`src/rtl/divider_operand_feeder_if.sv`:
```
// Operand bus between the producers, the operand feeder and the 8-bit divider.
// The master side drives the producer words and the divider acknowledges.
interface divider_operand_feeder_if #(
  parameter int W     = 8,
  parameter int DEPTH = 4
);
  localparam int LW = $clog2(DEPTH + 1);

  logic [W-1:0]  a_data;
  logic          a_valid;
  logic          a_ready;
  logic [W-1:0]  b_data;
  logic          b_valid;
  logic          b_ready;
  logic [W-1:0]  dividend_data;
  logic          dividend_valid;
  logic          dividend_ready;
  logic [W-1:0]  divisor_data;
  logic          divisor_valid;
  logic          divisor_ready;
  logic [LW-1:0] level;
  logic [15:0]   pairs_sent;
  logic          dz_seen;

  modport master (
    output a_data, a_valid, b_data, b_valid, dividend_ready, divisor_ready,
    input  a_ready, b_ready, dividend_data, dividend_valid,
           divisor_data, divisor_valid, level, pairs_sent, dz_seen
  );

  modport slave (
    input  a_data, a_valid, b_data, b_valid, dividend_ready, divisor_ready,
    output a_ready, b_ready, dividend_data, dividend_valid,
           divisor_data, divisor_valid, level, pairs_sent, dz_seen
  );
endinterface

```
`src/rtl/divider_operand_feeder.sv`:
```
// Dual operand FIFO that pairs dividend and divisor heads for the divider and
// retires a pair only on the divider's post-capture acknowledge pulse.
module divider_operand_feeder #(
  parameter int W     = 8,
  parameter int DEPTH = 4
) (
  input  logic                     clk,
  input  logic                     arst,
  divider_operand_feeder_if.slave  bus
);
  localparam int PW = (DEPTH > 1) ? $clog2(DEPTH) : 1;
  localparam int CW = $clog2(DEPTH + 1);
  localparam logic [CW-1:0] CNT_FULL = CW'(DEPTH);

  logic [W-1:0]  mem_a_q [DEPTH];
  logic [W-1:0]  mem_b_q [DEPTH];
  logic [PW-1:0] wr_a_q, wr_a_d, rd_a_q, rd_a_d;
  logic [PW-1:0] wr_b_q, wr_b_d, rd_b_q, rd_b_d;
  logic [CW-1:0] cnt_a_q, cnt_a_d, cnt_b_q, cnt_b_d;
  logic [15:0]   sent_q, sent_d;
  logic          dz_q, dz_d;

  logic          a_ready, b_ready, pair_valid;
  logic          push_a, push_b, ack;
  logic [W-1:0]  head_a, head_b;

  // Readiness and validity come only from registered counts, so the divider's
  // acknowledge never reaches a ready or valid combinationally.
  assign a_ready    = (cnt_a_q != CNT_FULL) && !arst;
  assign b_ready    = (cnt_b_q != CNT_FULL) && !arst;
  assign pair_valid = (cnt_a_q != '0) && (cnt_b_q != '0) && !arst;

  assign push_a = bus.a_valid && a_ready;
  assign push_b = bus.b_valid && b_ready;
  assign ack    = bus.dividend_ready && bus.divisor_ready && pair_valid;

  assign head_a = mem_a_q[rd_a_q];
  assign head_b = mem_b_q[rd_b_q];

  always_comb begin
    wr_a_d  = wr_a_q;
    rd_a_d  = rd_a_q;
    cnt_a_d = cnt_a_q;
    wr_b_d  = wr_b_q;
    rd_b_d  = rd_b_q;
    cnt_b_d = cnt_b_q;
    sent_d  = sent_q;
    dz_d    = dz_q;

    if (push_a) wr_a_d = wr_a_q + PW'(1);
    if (push_b) wr_b_d = wr_b_q + PW'(1);
    if (ack) begin
      rd_a_d = rd_a_q + PW'(1);
      rd_b_d = rd_b_q + PW'(1);
      sent_d = sent_q + 16'd1;
      if (head_b == '0) dz_d = 1'b1;
    end

    // A simultaneous push and pop leaves the count unchanged.
    if (push_a && !ack)      cnt_a_d = cnt_a_q + CW'(1);
    else if (!push_a && ack) cnt_a_d = cnt_a_q - CW'(1);
    if (push_b && !ack)      cnt_b_d = cnt_b_q + CW'(1);
    else if (!push_b && ack) cnt_b_d = cnt_b_q - CW'(1);
  end

  always_ff @(posedge clk) begin
    if (arst) begin
      wr_a_q  <= '0;
      rd_a_q  <= '0;
      cnt_a_q <= '0;
      wr_b_q  <= '0;
      rd_b_q  <= '0;
      cnt_b_q <= '0;
      sent_q  <= '0;
      dz_q    <= 1'b0;
    end else begin
      wr_a_q  <= wr_a_d;
      rd_a_q  <= rd_a_d;
      cnt_a_q <= cnt_a_d;
      wr_b_q  <= wr_b_d;
      rd_b_q  <= rd_b_d;
      cnt_b_q <= cnt_b_d;
      sent_q  <= sent_d;
      dz_q    <= dz_d;
    end
  end

  // Storage carries no reset; stale words are unreachable once counts clear.
  always_ff @(posedge clk) begin
    if (push_a) mem_a_q[wr_a_q] <= bus.a_data;
    if (push_b) mem_b_q[wr_b_q] <= bus.b_data;
  end

  assign bus.a_ready        = a_ready;
  assign bus.b_ready        = b_ready;
  assign bus.dividend_data  = head_a;
  assign bus.divisor_data   = head_b;
  assign bus.dividend_valid = pair_valid;
  assign bus.divisor_valid  = pair_valid;
  assign bus.level          = (cnt_a_q < cnt_b_q) ? cnt_a_q : cnt_b_q;
  assign bus.pairs_sent     = sent_q;
  assign bus.dz_seen        = dz_q;
endmodule

```
`src/flat_wrapper.sv`:
```
// flat-port wrapper written by rule: the top's interface ports become plain ports
module divider_operand_feeder_flat 
#(
  parameter int W     = 8,
  parameter int DEPTH = 4
)
  (clk, arst, bus_a_data, bus_a_valid, bus_b_data, bus_b_valid, bus_dividend_ready, bus_divisor_ready, bus_a_ready, bus_b_ready, bus_dividend_data, bus_dividend_valid, bus_divisor_data, bus_divisor_valid, bus_level, bus_pairs_sent, bus_dz_seen);
  divider_operand_feeder_if #(.W(W), .DEPTH(DEPTH)) bus_i ();
  input  logic clk;
  input  logic arst;
  input wire logic [$bits(bus_i.a_data)-1:0] bus_a_data;
  input wire logic [$bits(bus_i.a_valid)-1:0] bus_a_valid;
  input wire logic [$bits(bus_i.b_data)-1:0] bus_b_data;
  input wire logic [$bits(bus_i.b_valid)-1:0] bus_b_valid;
  input wire logic [$bits(bus_i.dividend_ready)-1:0] bus_dividend_ready;
  input wire logic [$bits(bus_i.divisor_ready)-1:0] bus_divisor_ready;
  output wire logic [$bits(bus_i.a_ready)-1:0] bus_a_ready;
  output wire logic [$bits(bus_i.b_ready)-1:0] bus_b_ready;
  output wire logic [$bits(bus_i.dividend_data)-1:0] bus_dividend_data;
  output wire logic [$bits(bus_i.dividend_valid)-1:0] bus_dividend_valid;
  output wire logic [$bits(bus_i.divisor_data)-1:0] bus_divisor_data;
  output wire logic [$bits(bus_i.divisor_valid)-1:0] bus_divisor_valid;
  output wire logic [$bits(bus_i.level)-1:0] bus_level;
  output wire logic [$bits(bus_i.pairs_sent)-1:0] bus_pairs_sent;
  output wire logic [$bits(bus_i.dz_seen)-1:0] bus_dz_seen;
  assign bus_i.a_data = bus_a_data;
  assign bus_i.a_valid = bus_a_valid;
  assign bus_i.b_data = bus_b_data;
  assign bus_i.b_valid = bus_b_valid;
  assign bus_i.dividend_ready = bus_dividend_ready;
  assign bus_i.divisor_ready = bus_divisor_ready;
  assign bus_a_ready = bus_i.a_ready;
  assign bus_b_ready = bus_i.b_ready;
  assign bus_dividend_data = bus_i.dividend_data;
  assign bus_dividend_valid = bus_i.dividend_valid;
  assign bus_divisor_data = bus_i.divisor_data;
  assign bus_divisor_valid = bus_i.divisor_valid;
  assign bus_level = bus_i.level;
  assign bus_pairs_sent = bus_i.pairs_sent;
  assign bus_dz_seen = bus_i.dz_seen;
  divider_operand_feeder #(.W(W), .DEPTH(DEPTH)) u_core (.clk(clk), .arst(arst), .bus(bus_i));
endmodule
```
`config.mk`:
```
export PLATFORM = sky130hd
export DESIGN_NAME = divider_operand_feeder_flat
export DESIGN_NICKNAME = d
export VERILOG_FILES = /design/src/rtl/divider_operand_feeder_if.sv /design/src/rtl/divider_operand_feeder.sv /design/src/flat_wrapper.sv
export SDC_FILE = /design/constraint.sdc
export NUM_CORES = 1
export LEC_CHECK = 0
export BUFFER_PORTS_ARGS = -buffer_cell sky130_fd_sc_hd__buf_2
export CAP_MARGIN = 20
export CORE_MARGIN = 3
export CORE_UTILIZATION = 35
export DETAILED_ROUTE_END_ITERATION = 8
export SYNTH_ARGS = -nofsm -noshare
export SYNTH_HDL_FRONTEND = slang
export SYNTH_SLANG_ARGS = --single-unit
```
`constraint.sdc`:
```
create_clock -name clk -period 3.2 [get_ports clk]
set_input_delay 0.8 -clock clk [delete_from_list [all_inputs] [get_ports clk]]
set_output_delay 0.8 -clock clk [all_outputs]
set_load 0.1 [all_outputs]
```
==> run summary <==
Maximum single-stage delay on the critical path -> 0.47 ns
Data required, critical path -> 2.40 ns
Share of async-settable or async-resettable flops after synthesis -> 0%
CTS Hold Buffers Added -> 0
Endpoint of the worst hold path -> u_core.bus.dz_seen
Antenna Nets Post-Route -> 0
Total clock sinks -> 99
Largest net degree at the start of global routing -> 18
Number of buffers created by CTS -> 9
Worst-Skew Late Latency -> 0.33 ns
Top post-synthesis cells by count -> edfxtp_1 (64), dfxtp_1 (35), nor2_1 (18)
Via count of the routed design -> 2,451
CTS tree -> built
Area growth, synth to finish -> 17.71%
Count of buffers added by post-CTS timing repair for setup -> 0
Critical path, cell by cell -> inv_1 > ha_1 > a21o_1 > a21o_1 > mux2_2 > buf_2
Most common flop cell mapped by yosys -> edfxtp_1
Post-Synthesis Cells -> 287
Final period util -> 92.75%
Remaining max-slew budget at the tightest pin -> 61.89%
Most frequently used cell type in the post-synthesis netlist -> edfxtp_1
Transition time of the tightest slew-check pin -> 0.5708 ns
Endpoint type of the worst setup path -> output port
Final HPWL DP -> 5.448 mm
Worst hold slack -> 0.4684 ns
Final design area excluding fillers -> 4897 sq um
R2r setup slk -> 0.53 ns
Unrepaired setup endpoints after global routing -> false
Number of DRC violations after detailed-routing iteration 0 -> 110
Number of nets in the layout -> 386
Vias per std cell -> 4.932
Peak supply drop -> 362.3 uV
Achievable Freq -> 0.3369 GHz
Number of port buffers -> 61
Post-synth EDFFs -> 64
Worst setup skew after layout -> 0.004984 ns
Most frequent CP cell -> a21o_1
Final Critical Period -> 2.968 ns
Die Outline Area -> 13,230 sq um
Critical R2R Capture -> u_core.cnt_a_q[2]
Pwr per Cell Area -> 603.5 nW/um^2
Sequential-to-total area share from yosys stat -> 63.04%
FF-to-FF path depth -> 9
Worst hold path class -> reg2reg
Maximum level of the CTS H-tree -> 3
Cells on Worst Hold Path -> 2
Max Root-Sink Buffers -> 2
I/O Pins -> 62
Residual DRC count -> 0
GRT Resource Usage Total -> 12.21%
Clock slew at reported path FFs -> 0.06 ns
Fill cell count -> 1,066
Initial antenna violation count -> 0
Buffers & Inverters on Critical Path -> 2
Std-Cell Rows -> 39
Final cell count without fillers -> 497
Mean Syn Cell Area -> 14.50 sq um
Starting density of the core -> 36.13%
Number of iterations in the first detailed-routing pass -> 4
Cell at the root of the clock tree -> clkbuf_16
Total routed wirelength -> 7.570 mm
Routed wirelength normalized by instance count -> 15.23 microns
Crit-path leading delay family -> buffers and inverters
Syn_nets -> 324
Number of warnings printed during yosys synthesis -> 0
Critical path launch point type -> flop
Number of resized instances in the post-cts repair step -> 0
Status -> finished clean
Hold violation count in the final report -> 0
WS Path Type -> reg2out
Max_cap viols -> 0
Combined area of all synthesized cells -> 4160 sq um
Wire length of the first global-routing pass -> 12.49 mm
Leakage Power -> 1.829 nW
Vias in the first global route -> 2,489
Yosys reg bits -> 99
Chip Height -> 115.0 microns
Post-Place Cells -> 481
Horiz. Die Dim -> 115.0 microns
Cell taking the most area after synthesis -> edfxtp_1
Gr ovfl total -> 0
Placement Cell Area -> 4611 sq um
CP max FO -> 7
Synth area leaders -> edfxtp_1 (46%), dfxtp_1 (17%), mux4_2 (8.7%)
RR Startpoint -> u_core.cnt_b_q[0]
Final Max Tran Viols -> 0
Antenna fix cells -> 0
Portion of synthesized cell area occupied by the leading cell type -> 46.20%
RD Place Congestion -> 0.7289
Core Footprint -> 11,520 sq um
Arrival @ worst endpoint -> 2.17 ns
Count of unique library cells instantiated by Yosys -> 39
Cell type of the slowest stage on the worst timing path -> dfxtp_1
Final setup violating endpoints -> 0
Proportion of layout cells with a drive suffix above 1 -> 31.64%
Min-Delay Startpoint -> u_core.bus.dz_seen
[area by class of cell]
cell class,instances,area [sq um],share of cell area (%)
Sequential cell,99,2623,53.55
Clock buffer,11,232.7,4.752
Multi-Input combinational cell,159,1410,28.79
Timing Repair Buffer,67,350.3,7.154
Clock inverter,5,53.80,1.099
Tap cell,143,178.9,3.654
Inverter,13,48.80,0.9964
[power by group]
part | switching [mW] | leakage, nW | internal, mW
logic | 0.355 | 0.821 | 0.122
registers | 0.0378 | 0.864 | 1.41
clock network | 0.432 | 0.143 | 0.603
total | 0.824 | 1.83 | 2.13
[worst max path at each step]
stage	start	end	slack, ns	cells past startpoint
after global placement	bus_divisor_ready	u_core.cnt_a_q[2]	0.47	10
final	u_core.cnt_b_q[1]	bus_level[1]	0.23	6
after CTS	u_core.cnt_b_q[1]	bus_level[1]	0.21	6
after detailed placement	bus_divisor_ready	u_core.cnt_a_q[2]	0.41	10
after floorplan	arst	bus_a_ready	-0.22	3
after global routing	u_core.cnt_b_q[1]	bus_level[1]	0.12	6
[metal layers]
metal	up-vias	track usage (%)	wire, microns
met1	1201	15.01	3344
met3	8	3.842	328
li1	1202	-	-
met4	0	3.991	106
met5	-	0	0
met2	40	20.49	3790
[flip-flops by register name, indices dropped and copies added (netlist names), named ones only]
name,count
u_core.rd_b_q,2
u_core.bus.dz_seen,1
u_core.bus.pairs_sent,16
u_core.cnt_b_q,3
u_core.cnt_a_q,3
u_core.mem_b_q,32
u_core.rd_a_q,2
u_core.wr_a_q,2
u_core.wr_b_q,2
u_core.mem_a_q,32
[through the flow]
step	setup WS, ns	power, mW	util, %	TNS [ns]
after detailed placement	0.4146	1.954	40.04	0
after global routing	0.1175	3.081	42.53	0
after CTS	0.2053	2.994	42.53	0
after global placement	0.4742	1.943	40.04	0
after floorplan	-0.2210	1.861	-	-0.4419
final	0.2319	2.955	42.53	0
[cell families (layout without fill, tap and decap cells)]
logic type / Yosys count / count (layout) / synth area share [%]
flops: 99 / 99 / 63.04
xor+xnor: 12 / 12 / 2.526
mux: 23 / 23 / 10.41
compound gates: 39 / 39 / 5.985
simple gates: 70 / 70 / 10.10
buf+inv: 29 / 96 / 3.067
fa+ha+maj: 15 / 15 / 4.872
[tightest hold or removal path, delay by kind of cell, from the launching register on]
kind            cells  cell delay, ns
compound gates      1            0.04
flops               1            0.33
simple gates        1            0.07
[placed cells by master, fill, tap and decap left out, drive strengths merged]
cell    instances
ha             13
bufinv          1
o21ai          11
clkinv          4
and4            3
nand3           3
o311a           3
nand2          10
o31ai           5
or3            11
a211oi          1
mux2i           5
fa              2
a31oi           1
buf            67
clkbuf         11
mux2            2
a21oi          16
and3            3
mux4           16
xor2            6
edfxtp         64
and2            9
nand4           7
nor4            2
a21o            2
xnor2           6
or4             3
inv            13
nand2b          1
nor2           18
dfxtp          35
No activity file was read; power rests on OpenSTA's default activity.
